==> config.mk <==
export PLATFORM = sky130hd
export DESIGN_NAME = alu_exec_pipe_flat
export DESIGN_NICKNAME = d
export VERILOG_FILES = /design/src/rtl/alu_exec_pipe_if.sv /design/src/rtl/alu_exec_pipe.sv /design/src/flat_wrapper.sv
export SDC_FILE = /design/constraint.sdc
export NUM_CORES = 1
export LEC_CHECK = 0
export ABC_CLOCK_PERIOD_IN_PS = 3150
export CORE_UTILIZATION = 40
export CTS_CLUSTER_SIZE = 12
export DETAILED_ROUTE_END_ITERATION = 12
export PLACE_DENSITY_LB_ADDON = 0.12
export SLEW_MARGIN = 5
export SYNTH_ARGS = -nofsm -noshare
export SYNTH_HDL_FRONTEND = slang
export SYNTH_SLANG_ARGS = --single-unit
==> constraint.sdc <==
create_clock -name clk -period 3.15 [get_ports clk]
set_input_delay 0.4725 -clock clk [delete_from_list [all_inputs] [get_ports clk]]
set_output_delay 0.4725 -clock clk [all_outputs]
set_load 0.05 [all_outputs]
==> src/rtl/alu_exec_pipe_if.sv <==
// Request/response bundle for the two-stage ALU execute pipe.
// The slave modport is the pipe's view; the master modport drives requests and consumes results.
interface alu_exec_pipe_if #(
    parameter int N = 8
);
    logic         in_valid;
    logic         in_ready;
    logic [2:0]   in_op;
    logic [N-1:0] in_a;
    logic [N-1:0] in_b;
    logic         out_valid;
    logic         out_ready;
    logic [N-1:0] out_res;
    logic         out_zero;
    logic         out_neg;
    logic         out_carry;

    modport slave (
        input  in_valid, in_op, in_a, in_b, out_ready,
        output in_ready, out_valid, out_res, out_zero, out_neg, out_carry
    );

    modport master (
        output in_valid, in_op, in_a, in_b, out_ready,
        input  in_ready, out_valid, out_res, out_zero, out_neg, out_carry
    );
endinterface

==> src/rtl/alu_exec_pipe.sv <==
// Two-stage execute pipe: stage 1 registers operands and feeds the ALU units,
// stage 2 registers the selected result and flags for the downstream handshake.
module alu_exec_pipe #(
    parameter int N = 8
) (
    input  logic          clk,
    input  logic          rst,
    alu_exec_pipe_if.slave bus
);
    localparam int LOG_N = $clog2(N);

    localparam logic [2:0] OP_ADD = 3'd0;
    localparam logic [2:0] OP_SUB = 3'd1;
    localparam logic [2:0] OP_AND = 3'd2;
    localparam logic [2:0] OP_OR  = 3'd3;
    localparam logic [2:0] OP_XOR = 3'd4;
    localparam logic [2:0] OP_SLL = 3'd5;
    localparam logic [2:0] OP_SRL = 3'd6;
    localparam logic [2:0] OP_SRA = 3'd7;

    logic         s1_valid_q;
    logic [2:0]   s1_op_q;
    logic [N-1:0] s1_a_q;
    logic [N-1:0] s1_b_q;

    logic         s2_valid_q;
    logic [N-1:0] res_q;
    logic         zero_q;
    logic         neg_q;
    logic         carry_q;

    logic s2_adv;
    logic s1_adv;
    logic in_ready_w;
    logic accept;

    // in_ready is combinationally tied to out_ready so a full pipe can still stream.
    assign s2_adv     = !s2_valid_q || bus.out_ready;
    assign s1_adv     = s1_valid_q && s2_adv;
    assign in_ready_w = (!s1_valid_q || s2_adv) && !rst;
    assign accept     = bus.in_valid && in_ready_w;

    assign bus.in_ready  = in_ready_w;
    assign bus.out_valid = s2_valid_q;
    assign bus.out_res   = res_q;
    assign bus.out_zero  = zero_q;
    assign bus.out_neg   = neg_q;
    assign bus.out_carry = carry_q;

    // Add/sub unit: subtraction is a + ~b + 1, so bit N is the no-borrow flag.
    logic         is_sub;
    logic [N-1:0] addend;
    logic [N:0]   sum;

    assign is_sub = (s1_op_q == OP_SUB);
    assign addend = is_sub ? ~s1_b_q : s1_b_q;
    assign sum    = {1'b0, s1_a_q} + {1'b0, addend} + {{N{1'b0}}, is_sub};

    logic [N-1:0] and_res;
    logic [N-1:0] or_res;
    logic [N-1:0] xor_res;

    for (genvar gi = 0; gi < N; gi++) begin : g_logic_bit
        assign and_res[gi] = s1_a_q[gi] & s1_b_q[gi];
        assign or_res[gi]  = s1_a_q[gi] | s1_b_q[gi];
        assign xor_res[gi] = s1_a_q[gi] ^ s1_b_q[gi];
    end

    // Any set bit above the amount field forces every shift result to zero, SRA included.
    logic [LOG_N-1:0] shamt;
    logic             shift_oor;
    logic [N-1:0]     sll_res;
    logic [N-1:0]     srl_res;
    logic [N-1:0]     sra_res;

    assign shamt     = s1_b_q[LOG_N-1:0];
    assign shift_oor = |s1_b_q[N-1:LOG_N];
    assign sll_res   = shift_oor ? '0 : (s1_a_q << shamt);
    assign srl_res   = shift_oor ? '0 : (s1_a_q >> shamt);
    assign sra_res   = shift_oor ? '0 : N'($signed(s1_a_q) >>> shamt);

    logic [N-1:0] res_d;
    logic         carry_d;
    logic         zero_d;
    logic         neg_d;

    always_comb begin
        res_d   = '0;
        carry_d = 1'b0;
        case (s1_op_q)
            OP_ADD: begin
                res_d   = sum[N-1:0];
                carry_d = sum[N];
            end
            OP_SUB: begin
                res_d   = sum[N-1:0];
                carry_d = sum[N];
            end
            OP_AND:  res_d = and_res;
            OP_OR:   res_d = or_res;
            OP_XOR:  res_d = xor_res;
            OP_SLL:  res_d = sll_res;
            OP_SRL:  res_d = srl_res;
            OP_SRA:  res_d = sra_res;
            default: res_d = '0;
        endcase
        zero_d = (res_d == '0);
        neg_d  = res_d[N-1];
    end

    always_ff @(posedge clk or posedge rst) begin
        if (rst) begin
            s1_valid_q <= 1'b0;
            s1_op_q    <= '0;
            s1_a_q     <= '0;
            s1_b_q     <= '0;
        end else if (accept) begin
            s1_valid_q <= 1'b1;
            s1_op_q    <= bus.in_op;
            s1_a_q     <= bus.in_a;
            s1_b_q     <= bus.in_b;
        end else if (s1_adv) begin
            s1_valid_q <= 1'b0;
        end
    end

    // Outputs hold bit-stable whenever stage 2 neither loads nor drains.
    always_ff @(posedge clk or posedge rst) begin
        if (rst) begin
            s2_valid_q <= 1'b0;
            res_q      <= '0;
            zero_q     <= 1'b0;
            neg_q      <= 1'b0;
            carry_q    <= 1'b0;
        end else if (s1_adv) begin
            s2_valid_q <= 1'b1;
            res_q      <= res_d;
            zero_q     <= zero_d;
            neg_q      <= neg_d;
            carry_q    <= carry_d;
        end else if (s2_valid_q && bus.out_ready) begin
            s2_valid_q <= 1'b0;
        end
    end
endmodule

==> src/flat_wrapper.sv <==
// flat-port wrapper written by rule: the top's interface ports become plain ports
module alu_exec_pipe_flat 
#(
    parameter int N = 8
)
  (clk, rst, bus_in_valid, bus_in_op, bus_in_a, bus_in_b, bus_out_ready, bus_in_ready, bus_out_valid, bus_out_res, bus_out_zero, bus_out_neg, bus_out_carry);
  alu_exec_pipe_if #(.N(N)) bus_i ();
  input  logic clk;
  input  logic rst;
  input wire logic [$bits(bus_i.in_valid)-1:0] bus_in_valid;
  input wire logic [$bits(bus_i.in_op)-1:0] bus_in_op;
  input wire logic [$bits(bus_i.in_a)-1:0] bus_in_a;
  input wire logic [$bits(bus_i.in_b)-1:0] bus_in_b;
  input wire logic [$bits(bus_i.out_ready)-1:0] bus_out_ready;
  output wire logic [$bits(bus_i.in_ready)-1:0] bus_in_ready;
  output wire logic [$bits(bus_i.out_valid)-1:0] bus_out_valid;
  output wire logic [$bits(bus_i.out_res)-1:0] bus_out_res;
  output wire logic [$bits(bus_i.out_zero)-1:0] bus_out_zero;
  output wire logic [$bits(bus_i.out_neg)-1:0] bus_out_neg;
  output wire logic [$bits(bus_i.out_carry)-1:0] bus_out_carry;
  assign bus_i.in_valid = bus_in_valid;
  assign bus_i.in_op = bus_in_op;
  assign bus_i.in_a = bus_in_a;
  assign bus_i.in_b = bus_in_b;
  assign bus_i.out_ready = bus_out_ready;
  assign bus_in_ready = bus_i.in_ready;
  assign bus_out_valid = bus_i.out_valid;
  assign bus_out_res = bus_i.out_res;
  assign bus_out_zero = bus_i.out_zero;
  assign bus_out_neg = bus_i.out_neg;
  assign bus_out_carry = bus_i.out_carry;
  alu_exec_pipe #(.N(N)) u_core (.clk(clk), .rst(rst), .bus(bus_i));
endmodule
==> results by group, run 1 <==
STA
  – Fin. Hold Viols: 0
  – TNS Setup: 0 ns
  – Worst slew pin tran: 0.6369 ns
  – Final setup fails: 0
  – Max Freq: between 300 and 400 MHz
  – Unrepaired setup endpoints after global routing: no
  – Min Clock Period, post-route: 2.919 ns
  – Tcrit/Tclk final: between 90% and 100%
  – Fin. max-slew vios: 0
  – Min setup slack post-route: around 0.23 ns
  – Slew Limit Headroom: a little under three fifths
  – Clock Skew: between 0.006 and 0.007 ns

Power and ir drop
  – Seq pwr share: between 20 and 30%
  – Sw Ratio: 45.11%
  – Comb power frac: a little under three fifths
  – NetSw: roughly 970 µW
  – Max VDD drop: approximately 0.21 mV
  – Clk pwr share: around 14%
  – Pwr Density: 663.8 nW/µm²
  – Int Pwr: approximately 1200 µW
  – Leak: between 0.001 and 0.0015 µW

Placement
  – Place WS: roughly 0.26 ns
  – Port Buffers: 35
  – Hpwl dp: between 4 and 5 mm
  – Placed cell area: approximately 3100 µm²
  – Gpl congestion: between 0.8 and 0.9

Detailed routing
  – Vias: roughly 2300
  – DRC: 3
  – Wire per inst: ~17 µm
  – DR iter-0 viols: 140
  – Detailed Route WL: a little under 7 mm
  – Via density per instance: between 5 and 6
  – Antenna-violating nets left: 0
  – Drt first pass iters: 8

Setup path
  – WS Path Type: reg -> reg
  – Slowest cell delay on critical path: around 0.44 ns
  – R2R depth: 11
  – Crit path max fanout: 4
  – CP Cell Sequence: or2_2 -> nor2_2 -> xnor2_1 -> fa_1 -> nand3_1 -> a21boi_0 -> o21ai_0 -> nor4b_1 -> nor3_1 -> nor4_1 -> a32o_1
  – Kind of end point of the critical path: register
  – CP Data Required Time: between 3 and 4 ns
  – Worst path bufs/invs: 0
  – Startpoint Class: register
  – Arrival @ worst endpoint: between 3 and 4 ns
  – Worst path top cell family by delay: simple AND/OR/NAND/NOR gates
  – Critical path depth in cells: 11
  – CP max stage cell: fa_1

Global route
  – Total GRT Usage: between 15 and 20%
  – Congestion Overflow GR: 0
  – First-pass GRT wire length: 11.07 mm
  – Largest net degree at the start of global routing: 24
  – Number of global-route vias before repair: approximately 2200
  – Initial antenna violation count: 0

Synth
  – Mapped Nets: roughly 340
  – Yosys cell types: 53
  – Syn_area_per_cell: about 9.5 µm²
  – Post-synthesis sequential area ratio: roughly 28%
  – Register bit total from synthesis: 31
  – Syn Std Cell Area: approximately 2700 µm²
  – Post-synth EDFFs: 0
  – Yosys top cell by area: dfrtp_1
  – Async set-reset flop share out of synthesis: 100.0%
  – Top-count cell post-synth: dfrtp_1
  – Top cells by count, synth: 31 x dfrtp_1, 25 x ha_1, 25 x nand2_1
  – Main flop type after synthesis: dfrtp_1
  – Synth area leaders: dfrtp_1 28%, ha_1 11%, mux2_2 9.9%
  – Post-synthesis cell count: about 290
  – Post-synth top area share: around 28%
  – Synth warnings: 0

Floorplanning
  – Die X: roughly 85 µm
  – CORE AREA: between 6000 and 7000 µm²
  – Die H: 84.56 µm
  – I/O pin count: 36
  – Full die area: 7150 µm²
  – Core Rows: 29
  – Starting Density: a little over two fifths

Clock tree
  – CTS Hold Bufs: 0
  – Max Buffers Root-to-Sink: 2
  – CTS Buf Count: 5
  – CTS tree: done
  – Root buffer cell: clkbuf_8
  – Skew-Pair Late Insertion Delay: between 0.2 and 0.3 ns
  – Clk sinks: 31
  – Clk slew on worst S/H paths: about 0.07 ns
  – PostCTS Resize Cnt: 0
  – Setup repair bufs after CTS: 0
  – H-tree depth: 2

Run status
  – Status: finished, violations left
  – Failing checks: design-rule violations

Layout
  – Antenna diodes: 0
  – Final net count: around 370
  – Layout cells sized above 1: approximately 17%
  – Design Area, Final: 3229 µm²
  – Layout fillers: about 640
  – Synth-to-Final Area Change: 18.45%

Hold path
  – Worst hold path class: reg -> reg
  – Hold path cells: 2

Run
  – Max Cap Viol: 0
[layout make-up]
class | count | area [µm²] | area share (%)
clock buffers | 7 | 76.32 | 2.363
clock inverters | 1 | 5.005 | 0.1550
inverters | 21 | 78.83 | 2.441
multi-input cells | 216 | 1772 | 54.86
flip-flops and latches | 31 | 775.7 | 24.02
well taps | 77 | 96.34 | 2.983
repair buffers | 45 | 425.4 | 13.17
[state kept, by name, summed over array words and instances, names as in the netlist]
register	cells
u_core.s1_b_q	8
u_core.bus.out_zero	1
u_core.s1_a_q	8
u_core.bus.out_carry	1
u_core.bus.out_valid	1
u_core.bus.out_res	8
u_core.s1_valid_q	1
u_core.s1_op_q	3
[layout by cell type, fill, tap and decap left out, types with 2 or more instances in the layout]
cell type,instances
o21ai_0,10
a211oi_1,6
a31oi_1,2
a21boi_0,5
nor3_1,6
mux2_2,24
dfrtp_1,31
a32o_1,2
clkdlybuf4s50_1,35
nand2_1,25
o211ai_1,2
clkbuf_8,5
nand2b_1,6
nand3_1,8
buf_4,10
o31ai_1,2
a21oi_1,22
a21o_1,2
o22ai_1,5
clkbuf_1,2
ha_1,25
mux2i_1,5
nor2_1,12
inv_1,20
a221oi_1,2
xnor2_1,9
mux4_2,8
nor2b_1,4
[metal layers]
metal  GRT usage [%]  part of all wire (%)  vias to the layer above
met4           6.626                   1.9                        0
li1                -                     -                     1099
met5               0                     0                        -
met3           3.245                   4.7                       13
met2           32.30                    47                       72
met1           27.21                    47                     1119
[power groups by stage]
stage,clock network (µW),registers [µW],logic (µW)
2_1_floorplan,0,761,749
3_3_place_gp,0,609,1210
3_5_place_dp,0,612,1220
4_1_cts,320,605,1230
5_1_grt,338,622,1340
6_report,311,604,1230
[stage by stage]
stage          power, µW  hold WS, ns  utilization [%]  instances
6_report            2144       0.4755            50.00        398
5_1_grt             2296       0.5207            50.00        398
4_1_cts             2152       0.4847            50.00        398
3_5_place_dp        1828       0.4692            48.74        390
3_3_place_gp        1818       0.4616            48.74        390
2_1_floorplan       1510       0.4939                -        286
[worst min-delay path: cells and delay by family (launching register included)]
| family | cells | cell delay (ns) |
|---|---|---|
| DFF | 1 | 0.34 |
| AOI/OAI and AO/OA | 1 | 0.06 |
| and+or+nand+nor | 1 | 0.04 |
[cell families after synthesis]
logic type | synth area share, %
mux | 19.32
buf+inv | 6.654
flops | 28.45
xor+xnor | 3.213
fa+ha+maj | 12.21
simple gates | 13.13
compound gates | 17.03
[worst paths after layout]
| kind | start | end | slack, ns |
|---|---|---|---|
| hold / removal | u_core.bus.out_res[1] | u_core.bus.out_res[1] | 0.48 |
| hold reg to reg | u_core.bus.out_res[1] | u_core.bus.out_res[1] | 0.48 |
| max in group asynchronous | rst | u_core.s1_op_q[1] | 1.89 |
| min in group asynchronous | rst | u_core.s1_valid_q | 0.60 |
| setup reg to reg | u_core.s1_op_q[1] | u_core.bus.out_zero | 0.23 |
| setup / recovery | u_core.s1_op_q[1] | u_core.bus.out_zero | 0.23 |
Note: power is estimated with default switching activity, not from simulation.
==> run 2, diff against run 1 <==
--- a/config.mk
+++ b/config.mk
@@ -10,7 +10,6 @@
 export CTS_CLUSTER_SIZE = 12
 export DETAILED_ROUTE_END_ITERATION = 12
 export PLACE_DENSITY_LB_ADDON = 0.12
-export SLEW_MARGIN = 5
 export SYNTH_ARGS = -nofsm -noshare
 export SYNTH_HDL_FRONTEND = slang
 export SYNTH_SLANG_ARGS = --single-unit
==> results of run 2 <==
The final DEF is identical to that of run 1; final timing and power are the same.
